## src/rtl/bell_pkg.sv

```systemverilog
`timescale 1ns/1ps
// Types and helpers shared by the bell button front end and the bell player.
package bell_pkg;

  localparam int N_BTN = 4;

  typedef logic [1:0] btn_id_t;

  typedef enum logic {
    ST_IDLE,
    ST_OFFER
  } fe_state_t;

  // Lowest set index wins, so btn1 (id 0) has the highest priority.
  function automatic btn_id_t lowest_set(input logic [N_BTN-1:0] mask);
    btn_id_t id;
    id = '0;
    for (int k = N_BTN - 1; k >= 0; k--) begin
      if (mask[k]) begin
        id = btn_id_t'(k);
      end
    end
    return id;
  endfunction

  function automatic logic [N_BTN-1:0] id_onehot(input btn_id_t id);
    logic [N_BTN-1:0] oh;
    oh = '0;
    oh[id] = 1'b1;
    return oh;
  endfunction

endpackage

```

## src/rtl/btn_debounce.sv

```systemverilog
`timescale 1ns/1ps
// One button: metastability synchroniser followed by a consecutive-cycle debounce
// counter that only accepts a new level after DEB_CYCLES steady disagreeing samples.
module btn_debounce
  import bell_pkg::*;
#(
  parameter int DEB_CYCLES  = 1_000_000,
  parameter int SYNC_STAGES = 2
) (
  input  logic clk,
  input  logic _rst,
  input  logic raw,
  output logic level
);

  localparam int CNT_W = $clog2(DEB_CYCLES + 1);
  localparam logic [CNT_W-1:0] CNT_LAST = CNT_W'(DEB_CYCLES - 1);

  logic [SYNC_STAGES-1:0] sync_reg;
  logic                   s;
  logic [CNT_W-1:0]       cnt_reg;
  logic [CNT_W-1:0]       cnt_next;
  logic                   level_reg;
  logic                   level_next;

  always_ff @(posedge clk or negedge _rst) begin
    if (!_rst) begin
      sync_reg <= '0;
    end else begin
      sync_reg[0] <= raw;
      for (int k = 1; k < SYNC_STAGES; k++) begin
        sync_reg[k] <= sync_reg[k-1];
      end
    end
  end

  assign s = sync_reg[SYNC_STAGES-1];

  // Any agreeing sample restarts the count; acceptance also restarts it.
  always_comb begin
    cnt_next   = '0;
    level_next = level_reg;
    if (s != level_reg) begin
      if (cnt_reg == CNT_LAST) begin
        level_next = s;
      end else begin
        cnt_next = cnt_reg + 1'b1;
      end
    end
  end

  always_ff @(posedge clk or negedge _rst) begin
    if (!_rst) begin
      cnt_reg   <= '0;
      level_reg <= 1'b0;
    end else begin
      cnt_reg   <= cnt_next;
      level_reg <= level_next;
    end
  end

  assign level = level_reg;

endmodule

```

## src/rtl/bell_btn_frontend.sv

```systemverilog
`timescale 1ns/1ps
// Door-bell button front end: debounces four buttons, latches presses into a
// pending mask and offers them one at a time, by priority, to the bell player.
module bell_btn_frontend
  import bell_pkg::*;
#(
  parameter int DEB_CYCLES  = 1_000_000,
  parameter int SYNC_STAGES = 2
) (
  input  logic             clk,
  input  logic             _rst,
  input  logic             btn1,
  input  logic             btn2,
  input  logic             btn3,
  input  logic             btn4,
  output logic             req_valid,
  output logic [1:0]       req_id,
  input  logic             req_ready,
  output logic [N_BTN-1:0] btn_level,
  output logic [N_BTN-1:0] pending
);

  logic [N_BTN-1:0] raw_vec;
  logic [N_BTN-1:0] lvl_d_reg;
  logic [N_BTN-1:0] press;
  logic [N_BTN-1:0] clr;
  logic [N_BTN-1:0] pending_reg;
  logic [N_BTN-1:0] pending_next;
  fe_state_t        state_reg;
  fe_state_t        state_next;
  btn_id_t          req_id_reg;
  btn_id_t          req_id_next;
  logic             req_valid_c;

  assign raw_vec = {btn4, btn3, btn2, btn1};

  for (genvar gi = 0; gi < N_BTN; gi++) begin : g_btn
    btn_debounce #(
      .DEB_CYCLES  (DEB_CYCLES),
      .SYNC_STAGES (SYNC_STAGES)
    ) u_deb (
      .clk   (clk),
      ._rst  (_rst),
      .raw   (raw_vec[gi]),
      .level (btn_level[gi])
    );
  end

  // Rising edge of the debounced level only; a held button yields one press.
  assign press = btn_level & ~lvl_d_reg;

  always_comb begin
    state_next  = state_reg;
    req_id_next = req_id_reg;
    clr         = '0;
    req_valid_c = 1'b0;
    case (state_reg)
      ST_IDLE: begin
        if (|pending_reg) begin
          req_id_next = lowest_set(pending_reg);
          state_next  = ST_OFFER;
        end
      end
      ST_OFFER: begin
        req_valid_c = 1'b1;
        if (req_ready) begin
          clr        = id_onehot(req_id_reg);
          state_next = ST_IDLE;
        end
      end
      default: begin
        state_next = ST_IDLE;
      end
    endcase
    // A press landing on the accept cycle re-arms the same button.
    pending_next = (pending_reg & ~clr) | press;
  end

  always_ff @(posedge clk or negedge _rst) begin
    if (!_rst) begin
      state_reg   <= ST_IDLE;
      req_id_reg  <= '0;
      pending_reg <= '0;
      lvl_d_reg   <= '0;
    end else begin
      state_reg   <= state_next;
      req_id_reg  <= req_id_next;
      pending_reg <= pending_next;
      lvl_d_reg   <= btn_level;
    end
  end

  assign req_valid = req_valid_c;
  assign req_id    = req_id_reg;
  assign pending   = pending_reg;

endmodule

```

## config.mk

```make
export PLATFORM = sky130hd
export DESIGN_NAME = bell_btn_frontend
export DESIGN_NICKNAME = d
export VERILOG_FILES = /design/src/rtl/bell_pkg.sv /design/src/rtl/btn_debounce.sv /design/src/rtl/bell_btn_frontend.sv
export SDC_FILE = /design/constraint.sdc
export NUM_CORES = 1
export LEC_CHECK = 0
export ABC_AREA = 1
export ABC_CLOCK_PERIOD_IN_PS = 1300
export CAP_MARGIN = 15
export CORE_UTILIZATION = 55
export CTS_CLUSTER_DIAMETER = 200
export CTS_CLUSTER_SIZE = 14
export DETAILED_ROUTE_END_ITERATION = 7
export GPL_TIMING_DRIVEN = 0
export PLACE_DENSITY_LB_ADDON = 0.25
export SLEW_MARGIN = 40
export SYNTH_ARGS = -nofsm -noshare
export SYNTH_HDL_FRONTEND = slang
export SYNTH_SLANG_ARGS = --single-unit
```

## constraint.sdc

```tcl
create_clock -name clk -period 1.3 [get_ports clk]
set_input_delay 0.195 -clock clk [delete_from_list [all_inputs] [get_ports clk]]
set_output_delay 0.195 -clock clk [all_outputs]
set_load 0.005 [all_outputs]
```

== After elaboration in Yosys (flattened, before gate mapping) ==
Cells that the tools add are included.
Word-level totals
  flip-flop bits (word level): 103
  memories: 0
  output and inout bits: 11
  ROM bits: 0
  logic and storage cells: 63
  latch bits: 0
  RAM bits: 0
Cells by class
  equality and inequality tests: 8
  reductions and logical operators: 7
  mux-type cells: 20
  shifts and indexed selects: 0
  multiply operators: 0
  bitwise gates (word level): 6
  divide/modulo/power cells: 0
  $add $sub $neg: 4
  $lt $le $gt $ge: 2
Operators by type and width (count)
  20-bit two-way mux: 8
  20-bit by 1-bit adder with 20-bit output (second input constant): 4
  20-bit == test (second input constant): 4
  2-bit AND reduction: 5
  4-bit AND: 2
  2-bit two-way mux: 4
  4-bit two-way mux: 2
  4-bit inverter: 2
  1-bit two-way mux: 4
  1-bit != test: 4
  4-bit OR: 1
  4-bit OR reduction: 1
  2-bit by 3-bit less-than comparator with 1-bit output (second input constant): 1
  1-bit demux with 2-bit select: 1
  2-bit by 1-bit greater-or-equal comparator with 1-bit output (second input constant): 1
  1-bit one-hot mux with 2 select lines: 1
  1-bit logical AND: 1
  1-bit inverter: 1

== Depth between registers and ports, before layout ==
Gate-level depths: netlist of run 1.
  word-level depth: 9
  mapped depth: 9
  gate-level depth less buffers: 9

== Modules after synthesis ==
Synthesis of run 1 repeated with hierarchy kept, for this count alone.
Second synthesis, totals
  cells, all modules: 690
  area total of the unflattened synthesis: 5582.9 um^2
By module, submodules not included
  btn_debounce: seq. area each 575.6 um^2, cells each 161, area each 1287.5 um^2, instances 4
  bell_btn_frontend: seq. area each 275.3 um^2, cells each 46, area each 432.9 um^2, instances 1

== Worst setup path after synthesis of run 1 ==
OpenSTA, ideal clock, no wires.
  path kind: reg-to-reg
  start: register g_btn[0].u_deb.cnt_reg[0]
  end: register g_btn[0].u_deb.cnt_reg[18]
  arrival: 1.260 ns
  library setup time: 0.072 ns
  data required time: 1.228 ns
  slack: -0.032 ns
  stages on the path, launching flop included: 9
  path through: dfrtp_1 > ha_1 > nand2_1 > nor2_4 > nand2_2 > nor2_1 > a21oi_2 > inv_2 > nor2_1
Between the ends
  longest elaborated chain between the ends: 3
  elaborated cells on any way between the ends: 4
RTL lines
  start: declaration: line btn_debounce.sv:21  | logic [CNT_W-1:0] cnt_reg;
  start signal: assignment: line btn_debounce.sv:57  | cnt_reg <= cnt_next;
  20-bit by 1-bit adder with 20-bit output / 20-bit == test (equally long branches): line btn_debounce.sv:47, btn_debounce.sv:44
  20-bit two-way mux *: line btn_debounce.sv:44  | if (cnt_reg == CNT_LAST) begin
  20-bit two-way mux *: line btn_debounce.sv:43  | if (s != level_reg) begin
  named net g_btn[0].u_deb.cnt_next[18]: line btn_debounce.sv:22  | logic [CNT_W-1:0] cnt_next;
Mark *: on every way through the listed nets, which the timed path passes. The rest lies on a longest branch.
A chain may end at the register's enable or synchronous reset.

== Final worst setup path of run 1 ==
  start: register g_btn[2].u_deb.cnt_reg[0]
  end: register g_btn[2].u_deb.level_reg
Between the ends
  longest elaborated chain between the ends: 2
RTL lines
  start: declaration: line btn_debounce.sv:21
  start signal: assignment: line btn_debounce.sv:57
  20-bit == test: line btn_debounce.sv:44
  2-bit AND reduction (no source line)
  end signal: assignment: line btn_debounce.sv:58  | level_reg <= level_next;
  end: declaration: line btn_debounce.sv:23  | logic level_reg;
No other way between the ends.

==> results of run 1 <==
through the flow:
| step | setup TNS (ns) | hold slack, ns | worst slack [ns] | instances | utilization |
|---|---|---|---|---|---|
| after floorplan | 0 | -0.101 | 0.00219 | 649 | - |
| final | -4.25 | 0.255 | -0.143 | 872 | 0.767 |
| after CTS | -1.23 | 0.245 | -0.111 | 839 | 0.685 |
| after detailed placement | -7.67 | 0.0938 | -0.220 | 796 | 0.607 |
| after global placement | -393.35 | 0.335 | -3.76 | 795 | 0.604 |
| after global routing | -8.60 | 0.241 | -0.241 | 872 | 0.767 |
critical path, stage by stage, from the launching register on:
cell,delay [ns]
dfrtp_1,0.42
ha_4,0.20
nand3_4,0.09
nor2_4,0.23
nand3_4,0.19
nand2_2,0.14
o21ai_2,0.07
area by class of cell:
type	instances	area [µm²]
clock inverters	6	68.8
plain buffers	5	41.3
inverters	69	269
fillers	581	2160
repair buffers	79	691
multi-input cells	472	3130
flip-flops and latches	103	2600
clock buffers	9	124
well taps	129	161
placed cells by master (no fill, tap or decap), drive strengths merged, types with 3 or more instances in the layout:
cell type,count
o21bai,3
o21ai,12
xor2,29
nand2,120
a21oi,15
clkbuf,11
dfrtp,103
nor2,180
nand3,66
ha,4
clkdlybuf4s50,5
buf,69
dlygate4sd2,6
nand4,6
nor3,10
inv,72
xnor2,16
worst min-delay path by stage:
stage	to	slack, ns	cells after the start
6_report	g_btn[3].u_deb.sync_reg[0]$_DFF_PN0_	0.26	1
5_1_grt	g_btn[1].u_deb.sync_reg[0]$_DFF_PN0_	0.24	1
4_1_cts	g_btn[3].u_deb.sync_reg[0]$_DFF_PN0_	0.24	1
3_5_place_dp	g_btn[0].u_deb.cnt_reg[15]$_DFF_PN0_	0.09	1
3_3_place_gp	g_btn[2].u_deb.sync_reg[1]$_DFF_PN0_	0.33	0
2_1_floorplan	g_btn[0].u_deb.cnt_reg[0]$_DFF_PN0_	-0.10	0
power by group through the flow:
stage          clock network [mW]  registers, mW  logic [mW]
6_report                     2.06           3.47       0.835
5_1_grt                      2.21           3.48       0.922
4_1_cts                      2.08           3.45       0.733
3_5_place_dp                    0           3.53       0.641
3_3_place_gp                    0           3.53       0.592
2_1_floorplan                   0           3.50       0.285
layer usage:
layer	global-route usage	vias up
met5	0	-
met4	0.0860	0
met3	0.0365	43
met2	0.426	178
met1	0.334	2335
li1	-	2212
kinds of logic after synthesis:
kind of cell | Yosys count | synth area share
AOI/OAI and AO/OA | 34 | 0.0358
xor gates and xnor gates | 45 | 0.0795
adders and majority gates | 4 | 0.00955
buffers and inverters | 75 | 0.0571
DFF | 103 | 0.492
and+or+nand+nor | 388 | 0.326
repair_timing:
item | 4_1_cts | 5_1_grt
buffers inserted | 26 | 34
hold endpoints to repair | 39 | 0
cloned | 1 | 0
hold buffers | 1 | 0
resized for setup | 92 | 141
pin swaps | 23 | 44
setup endpoints to repair | 70 | 75
==> results.ini, run 1 <==
[outcome]
status=finished with violations
violations=setup timing

[power]
power_mw=6.36
p_per_area_nw_per_um2=898
internal_power_mw=4.62
pwr-share-clk=0.323
p_comb_frac=0.131
p_leak_nw=2.99
seqPwrFrac=0.545
vdd_drop_max_v=0.000720
sw_frac_of_total=0.274
p_switching_mw=1.75

[floorplan]
rows=35
pin_count=18
die_h_um=99.6
core_um2=9240
die-area_um2=9920
initial_core_util=0.567
fp.dieW_um=99.6

[sta]
period_needed_ns=1.44
report.final.slew_viol_count=0
worst_slew_pin_slew_ns=0.409
timing.fmax_ghz=0.693
relSlewSlack=0.725
fin_worst_skew_ns=0.0135
grt_setup_unrepaired=yes
setup_viol=62
hold_violations=0
fin_ws_ns=-0.143
fin_crit_sh=1.11

[global_route]
grt_pass1_vias=4369
gr-total-overflow=0
grt_max_degree=65
grt_use_total=0.252
antenna_found_initial=0
grt_pass1_wl_um=19800

[place]
post_dp_cell_area_um2=5610
dp_hpwl_um=7300
port_buffers=17
place_congestion=0.915

[setup_path]
r2r_end=g_btn[2].u_deb.level$_DFFE_PN0P_
startpoint_type=flop
timing.rr.start=g_btn[2].u_deb.cnt_reg[0]$_DFF_PN0_
critPathLaunch=g_btn[2].u_deb.cnt_reg[0]$_DFF_PN0_
rrSetupSlack_ns=-0.14
crit_required_ns=1.57
r2r_cells=6
crit_path_end_kind=flop
worstSetupPathType=reg -> reg
crit_end=g_btn[2].u_deb.level$_DFFE_PN0P_
worst-path-max-fanout=5
crit_arrival_ns=1.71

[logic_synthesis]
synth_top_cell_area_share=0.492
synth_edf_count=0
synth_fp_nets=660
ys_warn_count=0
synth_top_area_cell=dfrtp_1
yosysMostFrequentCell=nor2_1
synth_common_cells=165 x nor2_1, 110 x nand2_1, 103 x dfrtp_1, 66 x inv_1, 60 x nand3_1
netlist_instances=649
netlist_area_um2=5240
synth_cell_types=31
seq_area_frac_synth=0.492
synth.area.top_cells=dfrtp_1 49%, nor2_1 12%, nand2_1 7.9%
synthArstFlopShare=1.00
synth_flop_cell=dfrtp_1
syn_avg_cell_area_um2=8.08
ys_seq_elements=103

[routing]
drtPass1Iterations=6
wl_um=13900
ant_nets=0
wl_met2_um=7220
vias_per_cell=5.47
m1WireLength_um=5630
drc=0
topRoutingLayerUsed=met4
vias=4768
drt_iter0_drc=295
wire_per_inst_um=15.9
met3_length_um=709

[finish]
final_area_um2=7080
layout-drive-gt1-share=0.346
area_delta_synth_final_pct=35.1
nNetsFinal=750
diodes=0
largest_reg_flops=80

[job]
maxCapViolations=0

[cts]
ctsLongestPathBuffers=2
cts_buffers=9
cts.clk_slew.worst_paths_ns=0.10
clock-sinks=103
cts_tree=done
clk_latency_ns=0.37
root_buffer=clkbuf_8
h-tree-depth=3

[min_path]
hp-class=in -> reg
hold_path.startpoint=btn4

(Power assumes the default switching activity.)
==> inputs of run 2 (changes only) <==
ABC_AREA = not set   (was 1)
==> results.ini, run 2 <==
[outcome]
violations=setup timing
status=finished with violations

[routing]
wl_um=12400  ; -11%
drt_iter0_drc=148  ; -50%
drtPass1Iterations=5  ; -1
wire_per_inst_um=17.3  ; +8.3%
drc=0  ; unchanged
vias=4217  ; -12%
vias_per_cell=5.88  ; +7.6%
ant_nets=0  ; unchanged

[finish]
layout_common_cells=93 x dfrtp_1, 83 x buf_4, 38 x nor2_1
nNetsFinal=618  ; -18%
layout_commonest_cell=dfrtp_1
largest_reg_flops=80  ; unchanged
layout-drive-gt1-share=0.376  ; +0.0299
area_delta_synth_final_pct=37.7
stdcell_count=717  ; -18%
diodes=0  ; unchanged

[cts]
clock-sinks=103  ; unchanged
root_buffer=clkbuf_8
h-tree-depth=3  ; unchanged
cts_tree=done
clk_latency_ns=0.38  ; about the same
cts_buffers=9  ; unchanged
ctsLongestPathBuffers=2  ; unchanged
cts.clk_slew.worst_paths_ns=0.10  ; about the same

[setup_path]
r2r_end=g_btn[2].u_deb.cnt_reg[18]$_DFF_PN0_
rrSetupSlack_ns=-0.75  ; -0.61 ns
crit_arrival_ns=2.35  ; +0.64 ns
critPathLaunch=g_btn[2].u_deb.cnt_reg[1]$_DFF_PN0_
crit_path_end_kind=flop
crit_required_ns=1.60  ; +0.03 ns
r2r_cells=6  ; unchanged
worstSetupPathType=reg -> reg
worst-path-max-fanout=8  ; +3
timing.rr.start=g_btn[2].u_deb.cnt_reg[1]$_DFF_PN0_
startpoint_type=flop

[job]
maxCapViolations=0  ; unchanged

[logic_synthesis]
synth_fp_nets=496  ; -25%
yosysMostFrequentCell=dfrtp_1
synth_compound_area_frac=0.0819  ; +0.0461
synth_top_area_cell=dfrtp_1
netlist_area_um2=4830  ; -7.9%
synthArstFlopShare=1.00  ; unchanged
synth_common_cells=103 x dfrtp_1, 67 x nor2_1, 32 x xnor2_1, 29 x nand3_1, 27 x a21oi_1
synth_top_family_by_area=simple AND/OR/NAND/NOR gates
synth_adder_area_share=0.0104  ; +0.000819
synth.area.top_cells=dfrtp_1 53%, xnor2_1 5.8%, nor2_1 5.2%
ys_warn_count=0  ; unchanged
ys_seq_elements=103  ; unchanged
synth_edf_count=0  ; unchanged
synth_flop_cell=dfrtp_1
syn_avg_cell_area_um2=9.95  ; +23%
seq_area_frac_synth=0.534  ; +0.0422
netlist_instances=485  ; -25%
synth_cell_types=42  ; +35%
synth_top_cell_area_share=0.534  ; +0.0422
synthXorXnorAreaFrac=0.0889  ; +0.00941
muxShareOfSynthArea=0.0135  ; +0.0135
synth-simple-area-share=0.234  ; -0.0928

[place]
place_inst=608  ; -24%
dp_hpwl_um=5930  ; -19%
place_congestion=0.794  ; -13%
port_buffers=17  ; unchanged

[global_route]
grt_pass1_vias=4029  ; -7.8%
grt_pass1_wl_um=17900  ; -9.4%
grt_use_total=0.254  ; +0.00248
antenna_found_initial=0  ; unchanged
gr-total-overflow=0  ; unchanged
grt_max_degree=71  ; +9.2%

[min_path]
hold_depth=1  ; unchanged
hp-class=in -> reg
whs_endpoint=g_btn[1].u_deb.sync_reg[0]$_DFF_PN0_
hold_path.startpoint=btn2

[sta]
relSlewSlack=0.630  ; -0.0945
period_needed_ns=2.05  ; +0.609 ns
timing.fmax_ghz=0.487  ; -30%
grt_setup_unrepaired=yes
fin_worst_skew_ns=0.0103  ; -0.00319 ns
report.final.slew_viol_count=0  ; unchanged
holdWs_ns=0.245  ; -0.0103 ns
hold_violations=0  ; unchanged
fin_ws_ns=-0.752  ; -0.609 ns
worst_slew_pin_slew_ns=0.549  ; +0.140 ns
setup_viol=84  ; +35%
fin_crit_sh=1.58  ; +0.468

[power]
p_leak_nw=2.77  ; -7.3%
p_per_area_nw_per_um2=990  ; +10%
vdd_drop_max_v=0.000690  ; -4.1%

[floorplan]
pin_count=18  ; unchanged
die-area_um2=9160  ; -7.7%
rows=33  ; -5.7%
initial_core_util=0.579  ; +0.0115
core_um2=8340  ; -9.7%
fp.dieW_um=95.7  ; -4.0%
die_h_um=95.7  ; -4.0%

[run 2: final cells by class]
cell class                 count  area (µm²)
buffer                        14         143
clock buffer                  11         131
clock inverter                 5         104
fill                         475        1690
inverter                      24        90.1
multi-input combinational    342        2490
sequential                   103        2590
tap                          105         131
timing repair buffer         113         971
[run 2: where the power goes]
part           switching (mW)  leakage, nW  internal [mW]
sequential             0.0874         1.39           3.32
clock                    1.10        0.118           1.29
combinational           0.400         1.26          0.384
[run 2: how the worst max path moves through the flow]
| stage | slack (ns) | endpoint | cells past startpoint |
|---|---|---|---|
| finish | -0.75 | g_btn[2].u_deb.cnt_reg[18]$_DFF_PN0_ | 6 |
| CTS | -0.70 | g_btn[1].u_deb.cnt_reg[14]$_DFF_PN0_ | 5 |
| global placement | -3.77 | g_btn[0].u_deb.cnt_reg[4]$_DFF_PN0_ | 1 |
| floorplan | -0.64 | g_btn[2].u_deb.level$_DFFE_PN0P_ | 4 |
| detailed placement | -0.87 | g_btn[1].u_deb.cnt_reg[16]$_DFF_PN0_ | 6 |
| global route | -0.82 | g_btn[2].u_deb.cnt_reg[18]$_DFF_PN0_ | 6 |
[run 2: logic make-up (layout without fill, tap and decap cells)]
family / Yosys count / count (layout)
multiplexers: 6 / 6
AND/OR/NAND/NOR: 214 / 214
adder cells (fa/ha/maj): 4 / 4
AO/OA/AOI/OAI: 69 / 69
flip-flops: 103 / 103
buffers and inverters: 40 / 167
XOR/XNOR: 49 / 49
[run 2: layer usage]
| layer | global-route usage | share of wire | vias up |
|---|---|---|---|
| met2 | 0.439 | 0.52 | 136 |
| li1 | - | - | 1941 |
| met3 | 0.0518 | 0.046 | 42 |
| met4 | 0.107 | 0.033 | 0 |
| met1 | 0.309 | 0.40 | 2098 |
| met5 | 0 | 0 | - |
[run 2: repair_timing]
action,CTS,global route
resized for setup,73,59
hold buffers,1,0
endpoints found under the hold margin,33,0
pin swaps,20,13
endpoints found under the setup margin,95,86
cloned,3,2
setup buffers,71,18
[run 2: worst max-delay path, stage by stage, from the launching register on]
cell     delay [ns]
dfrtp_1        0.46
ha_4           0.20
nand2_2        0.07
or4_4          0.42
buf_6          0.15
or4_1          0.55
a21oi_2        0.15
[run 2: metrics by stage]
| stage | worst slack, ns | power, mW | instance area (µm²) | setup TNS [ns] | util |
|---|---|---|---|---|---|
| floorplan | -0.644 | 3.78 | 5010 | -32.90 | - |
| global placement | -3.77 | 4.06 | 5310 | -431.61 | 0.637 |
| detailed placement | -0.870 | 4.10 | 5350 | -47.45 | 0.641 |
| CTS | -0.697 | 6.52 | 6300 | -43.45 | 0.755 |
| global route | -0.825 | 6.81 | 6650 | -54.66 | 0.797 |
| finish | -0.752 | 6.58 | 6650 | -49.23 | 0.797 |
